==> config.mk <==
export PLATFORM = sky130hd
export DESIGN_NAME = icache_controller_flat
export DESIGN_NICKNAME = d
export VERILOG_FILES = /design/src/rtl/icache_controller_if.sv /design/src/rtl/icache_controller.sv /design/src/flat_wrapper.sv
export SDC_FILE = /design/constraint.sdc
export NUM_CORES = 2
export LEC_CHECK = 0
export ABC_AREA = 1
export CAP_MARGIN = 20
export CORE_MARGIN = 2
export CORE_UTILIZATION = 55
export CTS_CLUSTER_DIAMETER = 100
export DETAILED_ROUTE_END_ITERATION = 8
export DONT_BUFFER_PORTS = 1
export MAX_ROUTING_LAYER = met4
export PLACE_DENSITY = 0.7
export SLEW_MARGIN = 15
export SYNTH_ARGS = -nofsm -noshare
export SYNTH_HDL_FRONTEND = slang
export SYNTH_SLANG_ARGS = --single-unit
==> constraint.sdc <==
create_clock -name clk -period 10.8 [get_ports clk]
set_input_delay 2.7 -clock clk [delete_from_list [all_inputs] [get_ports clk]]
set_output_delay 2.7 -clock clk [all_outputs]
set_load 0.02 [all_outputs]
==> src/rtl/icache_controller_if.sv <==
// icache_controller_if
//   Bundles the CPU fetch port and the instruction-memory block port of the
//   instruction cache.
//   CPU side    : read, pc (in to cache); instruction, busywait (out of cache)
//   Memory side : mem_read, mem_address (out of cache);
//                 mem_readdata, mem_busywait (in to cache)
//   slave  - the cache controller's view
//   master - the environment's view (CPU fetch stage plus instruction memory)
interface icache_controller_if;
  logic         read;
  logic [31:0]  pc;
  logic [31:0]  instruction;
  logic         busywait;
  logic         mem_read;
  logic [27:0]  mem_address;
  logic [127:0] mem_readdata;
  logic         mem_busywait;

  modport slave (
    input  read, pc, mem_readdata, mem_busywait,
    output instruction, busywait, mem_read, mem_address
  );

  modport master (
    output read, pc, mem_readdata, mem_busywait,
    input  instruction, busywait, mem_read, mem_address
  );
endinterface

==> src/rtl/icache_controller.sv <==
// icache_controller
//   Direct-mapped instruction cache, 2**INDEX_BITS lines of 16 bytes each.
//   Hits return the addressed 32-bit word combinationally; a miss stalls the
//   CPU on busywait while one 128-bit block is read from instruction memory
//   and written into the line.
//   Ports:
//     clk   - clock, all state updates on the rising edge
//     reset - synchronous, active-high; clears FSM and all lines
//     bus   - icache_controller_if.slave (CPU fetch + memory block port)
//
//   state      | meaning
//   S_IDLE     | serving hits; a miss latches the block address
//   S_MEM_READ | mem_read high, waiting for memory to assert then drop busy
//   S_UPDATE   | writing the fill buffer, tag and valid into the line
module icache_controller #(
  parameter int INDEX_BITS = 3
) (
  input logic               clk,
  input logic               reset,
  icache_controller_if.slave bus
);

  localparam int LINES    = 1 << INDEX_BITS;
  localparam int TAG_BITS = 28 - INDEX_BITS;

  typedef enum logic [1:0] {S_IDLE, S_MEM_READ, S_UPDATE} state_t;

  state_t                state;
  logic [LINES-1:0]      valid;
  logic [TAG_BITS-1:0]   tag_array  [LINES];
  logic [127:0]          data_array [LINES];
  logic [27:0]           miss_addr;
  logic [127:0]          fill_buf;
  logic                  busy_seen;
  logic                  mem_read_q;

  logic [1:0]            word;
  logic [INDEX_BITS-1:0] idx;
  logic [TAG_BITS-1:0]   tag;
  logic                  hit;
  logic [INDEX_BITS-1:0] fill_idx;
  logic [TAG_BITS-1:0]   fill_tag;

  assign word     = bus.pc[3:2];
  assign idx      = bus.pc[3+INDEX_BITS:4];
  assign tag      = bus.pc[31:4+INDEX_BITS];
  assign hit      = bus.read & valid[idx] & (tag_array[idx] == tag);

  assign fill_idx = miss_addr[INDEX_BITS-1:0];
  assign fill_tag = miss_addr[27:INDEX_BITS];

  assign bus.instruction = data_array[idx][{word, 5'b00000} +: 32];
  assign bus.busywait    = bus.read & ((state != S_IDLE) | ~hit);
  assign bus.mem_read    = mem_read_q;
  assign bus.mem_address = miss_addr;

  always_ff @(posedge clk) begin
    if (reset) begin
      state      <= S_IDLE;
      mem_read_q <= 1'b0;
      busy_seen  <= 1'b0;
      miss_addr  <= '0;
      fill_buf   <= '0;
      valid      <= '0;
      for (int i = 0; i < LINES; i++) begin
        tag_array[i]  <= '0;
        data_array[i] <= '0;
      end
    end else begin
      case (state)
        S_IDLE: begin
          if (bus.read && !hit) begin
            miss_addr  <= bus.pc[31:4];
            mem_read_q <= 1'b1;
            state      <= S_MEM_READ;
          end
        end
        S_MEM_READ: begin
          // A low busy before memory has ever asserted it is not a response.
          if (bus.mem_busywait) begin
            busy_seen <= 1'b1;
          end else if (busy_seen) begin
            fill_buf   <= bus.mem_readdata;
            mem_read_q <= 1'b0;
            state      <= S_UPDATE;
          end
        end
        S_UPDATE: begin
          data_array[fill_idx] <= fill_buf;
          tag_array[fill_idx]  <= fill_tag;
          valid[fill_idx]      <= 1'b1;
          busy_seen            <= 1'b0;
          state                <= S_IDLE;
        end
        default: begin
          mem_read_q <= 1'b0;
          state      <= S_IDLE;
        end
      endcase
    end
  end

endmodule

==> src/flat_wrapper.sv <==
// flat-port wrapper written by rule: the top's interface ports become plain ports
module icache_controller_flat 
#(
  parameter int INDEX_BITS = 3
)
  (clk, reset, bus_read, bus_pc, bus_mem_readdata, bus_mem_busywait, bus_instruction, bus_busywait, bus_mem_read, bus_mem_address);
  icache_controller_if bus_i ();
  input logic clk;
  input logic reset;
  input wire logic [$bits(bus_i.read)-1:0] bus_read;
  input wire logic [$bits(bus_i.pc)-1:0] bus_pc;
  input wire logic [$bits(bus_i.mem_readdata)-1:0] bus_mem_readdata;
  input wire logic [$bits(bus_i.mem_busywait)-1:0] bus_mem_busywait;
  output wire logic [$bits(bus_i.instruction)-1:0] bus_instruction;
  output wire logic [$bits(bus_i.busywait)-1:0] bus_busywait;
  output wire logic [$bits(bus_i.mem_read)-1:0] bus_mem_read;
  output wire logic [$bits(bus_i.mem_address)-1:0] bus_mem_address;
  assign bus_i.read = bus_read;
  assign bus_i.pc = bus_pc;
  assign bus_i.mem_readdata = bus_mem_readdata;
  assign bus_i.mem_busywait = bus_mem_busywait;
  assign bus_instruction = bus_i.instruction;
  assign bus_busywait = bus_i.busywait;
  assign bus_mem_read = bus_i.mem_read;
  assign bus_mem_address = bus_i.mem_address;
  icache_controller #(.INDEX_BITS(INDEX_BITS)) u_core (.clk(clk), .reset(reset), .bus(bus_i));
endmodule
==> flow_summary_export.csv <==
group,metric,value,unit
power,areal_power_density_over_the_cells,180,nW/um^2
worst_setup_path,critical_path_fanouts_max,312,
placement,placedInstanceArea,60100,um^2
floorplan,initial_core_util,55.5,%
timing,grt_setup_unrepaired,"no",
timing,timing.clock.skew,0.0245,ns
route,vias_per_cell,6.23,
yosys,share_of_synthesized_area_occupied_by_flip_flops_and_latches,67.5,%
yosys,synth.net_count,5935,
worst_setup_path,timing.critical_path.to_type,"primary output",
yosys,syn_avg_cell_area,10.3,um^2
worst_setup_path,timing.rr.start,"u_core.state[1]$_SDFFE_PP0P_",
finish,multiInputGateArea,16500,um^2
yosys,yosys_warnings,0,
grt,antenna_found_initial,6,
floorplan,die_area,111000,um^2
run_status,run_status,"finished with violations",
floorplan,chipHeight,333,um
placement,placement.io_buffers,0,
worst_setup_path,arrival_time_worst_endpoint,6.64,ns
cts,hold_buffers,0,
timing,final_max_slew_viol_count,425,
worst_setup_path,cp-startpoint,"bus_pc[5]",
run_status,failing_checks,"slew limit",
timing,fin_tns_setup,0,ns
floorplan,ios,226,
timing,tightest_slew,2.98,ns
grt,grt_first_pass_wirelength,260,mm
route,vias,43900,
cts,clk_latency,0.76,ns
job,maxCapViolations,0,
cts,max-clock-path-buffers,3,
finish,regArea,40100,um^2
power,power.ir.vdd_worst,0.000134,V
route,average_wire_per_cell_in_the_routed_design,25.0,um
hold_path,min_path_type,"register to register",
yosys,synthDominantCellAreaShare,61.8,%
cts,cts_root_buf,"clkbuf_16",
grt,grt_remaining_overflow,0,
yosys,ys_ff_latch,1392,
placement,hpwl,85.9,mm
timing,timing.final.crit_share,86.5,%
finish,postLayoutCellArea,64700,um^2
grt,grt_max_degree,635,
timing,setup_viol_count_final,0,
finish,final_layout_size_suffix_gt1_share,5.09,%
timing,final-hold-violation-count,0,
worst_setup_path,worst-setup-path-type,"primary input to primary output",
grt,grt_pass1_vias,41500,
placement,cell_count_after_placement,6782,
timing,layout_min_cycle_time,9.34,ns
finish,fillCellCount,8569,
route,first_iter_violations,6078,
cts,path_clk_slew,0.06,ns
finish,syn2layout_area_growth,8.86,%
cts,tritoncts_clock_tree,"done",
cts,cts_resized,0,
cts,htree_num_levels,4,
route,ant_nets,0,
yosys,synth_cell_types,25,
cts,post-cts-setup-buffers,0,
yosys,netlist_instances,5771,
yosys,netlist_area,59500,um^2
timing,hold_ws,0.457,ns
worst_setup_path,cp.required,8.10,ns
grt,groute.usage.overall,32.3,%
floorplan,die_x,333,um
timing,achievable-frequency,107,MHz
route,wirelength,176,mm
power,static-leakage-power,21.9,nW
yosys,largest_cells_by_area_after_synthesis,"edfxtp_1 (62%), nor2_1 (12%), dfxtp_1 (5.7%)",
route,detail_route.first_pass.iterations,6,
finish,layout.cells.non_filler,7048,
finish,final_net_count,5688,
timing,worst_slew_slack_as_a_fraction_of_its_limit,-98.5,%
floorplan,core_area,107000,um^2
cts,cts_made_buffers,143,
route,post-route-drc-count,0,
cts,cts_sinks,1392,
worst_setup_path,startpoint_type,"primary input",
floorplan,std_cell_rows,120,
yosys,yosys.area.top_type,"edfxtp_1",
hold_path,min-delay-start,"u_core.valid[4]$_SDFFE_PP0P_",
placement,place.gp.congestion,0.801,
-- layer usage --
layer	vias to the layer above	part of all wire (%)	wire length (um)	GRT usage [%]
met5	-	0	0	-
met4	0	3.7	6600	13.4
met3	399	11	19700	5.78
met2	2648	47	83600	50.6
met1	21400	38	66300	41.8
li1	19500	-	-	-
-- worst max-delay path: stages --
cell      delay, ns
inv_8          1.23
buf_12         0.40
o21ai_0        0.21
o221ai_1       0.21
nand3_1        0.15
a32oi_1        1.05
-- area by class of cell --
cell class	count	area share [%]
Antenna cell	5	0.0193
Clock buffer	202	6.24
Clock inverter	59	0.802
Inverter	312	1.86
Multi-Input combinational cell	3621	25.5
Sequential cell	1392	62.0
Tap cell	1403	2.71
Timing Repair Buffer	54	0.897
-- through the flow --
step	total power, mW	util [%]	worst slack (ns)
after CTS	11.6	60.4	2.49
after detailed placement	6.88	56.1	2.45
final	11.6	60.4	1.46
after global routing	11.9	60.4	1.89
after global placement	6.86	56.1	2.45
after floorplan	6.70	-	3.13
-- cell usage after synthesis --
cell type / number
o21ai_0: 672
nand2_1: 329
clkbuf_1: 371
buf_6: 5
nand2_4: 1
o211ai_1: 1
buf_1: 20
a31oi_1: 32
a21oi_1: 153
edfxtp_1: 1224
o221ai_1: 192
nor2_1: 1890
dfxtp_1: 168
nand3_1: 174
buf_2: 42
a32oi_1: 30
clkinv_1: 154
a21oi_2: 10
nand3b_1: 9
nor3_1: 1
inv_2: 4
o21ai_1: 63
o22ai_1: 64
buf_4: 8
inv_1: 154
-- report_power, final --
group / internal, mW / switching [mW]
combinational: 0.173 / 0.539
sequential: 6.01 / 0.0599
clock: 2.80 / 2.06
total: 8.98 / 2.66
-- state kept, by name, summed over array words and instances (netlist names) --
register                flops
u_core.state                2
u_core.bus.mem_address     28
u_core.busy_seen            1
u_core.valid                8
u_core.tag_array          200
u_core.bus.mem_read         1
u_core.data_array        1024
u_core.fill_buf           128
-- placed cells by master, fill, tap and decap left out, drive strengths merged --
master,netlist,layout
a21oi,163,163
a31oi,32,32
a32oi,30,30
buf,75,54
bufinv,0,8
clkbuf,371,202
clkinv,154,197
clkinvlp,0,2
dfxtp,168,168
diode,0,5
edfxtp,1224,1224
inv,158,164
nand2,330,330
nand3,174,174
nand3b,9,9
nor2,1890,1890
nor3,1,1
o211ai,1,1
o21ai,735,735
o221ai,192,192
o22ai,64,64
-- final timing paths --
path / endpoint / slack [ns] / cells after the start
worst min register to register: u_core.valid[4]$_SDFFE_PP0P_ / 0.46 / 2
worst max-delay path: bus_instruction[30] / 1.46 / 6
worst min-delay path: u_core.valid[4]$_SDFFE_PP0P_ / 0.46 / 2
worst max register to register: u_core.tag_array[1][16]$_SDFFCE_PN0P_ / 6.65 / 7
-- cell families (layout without fill, tap and decap cells) --
family / count (synthesis) / after routing / share of synthesized area (%)
and+or+nand+nor: 2404 / 2404 / 15.6
DFF: 1392 / 1392 / 67.5
AOI/OAI and AO/OA: 1217 / 1217 / 11.9
buffers and inverters: 758 / 627 / 4.99
other: 0 / 5 / 0
Note: power is estimated with default switching activity, not from simulation.
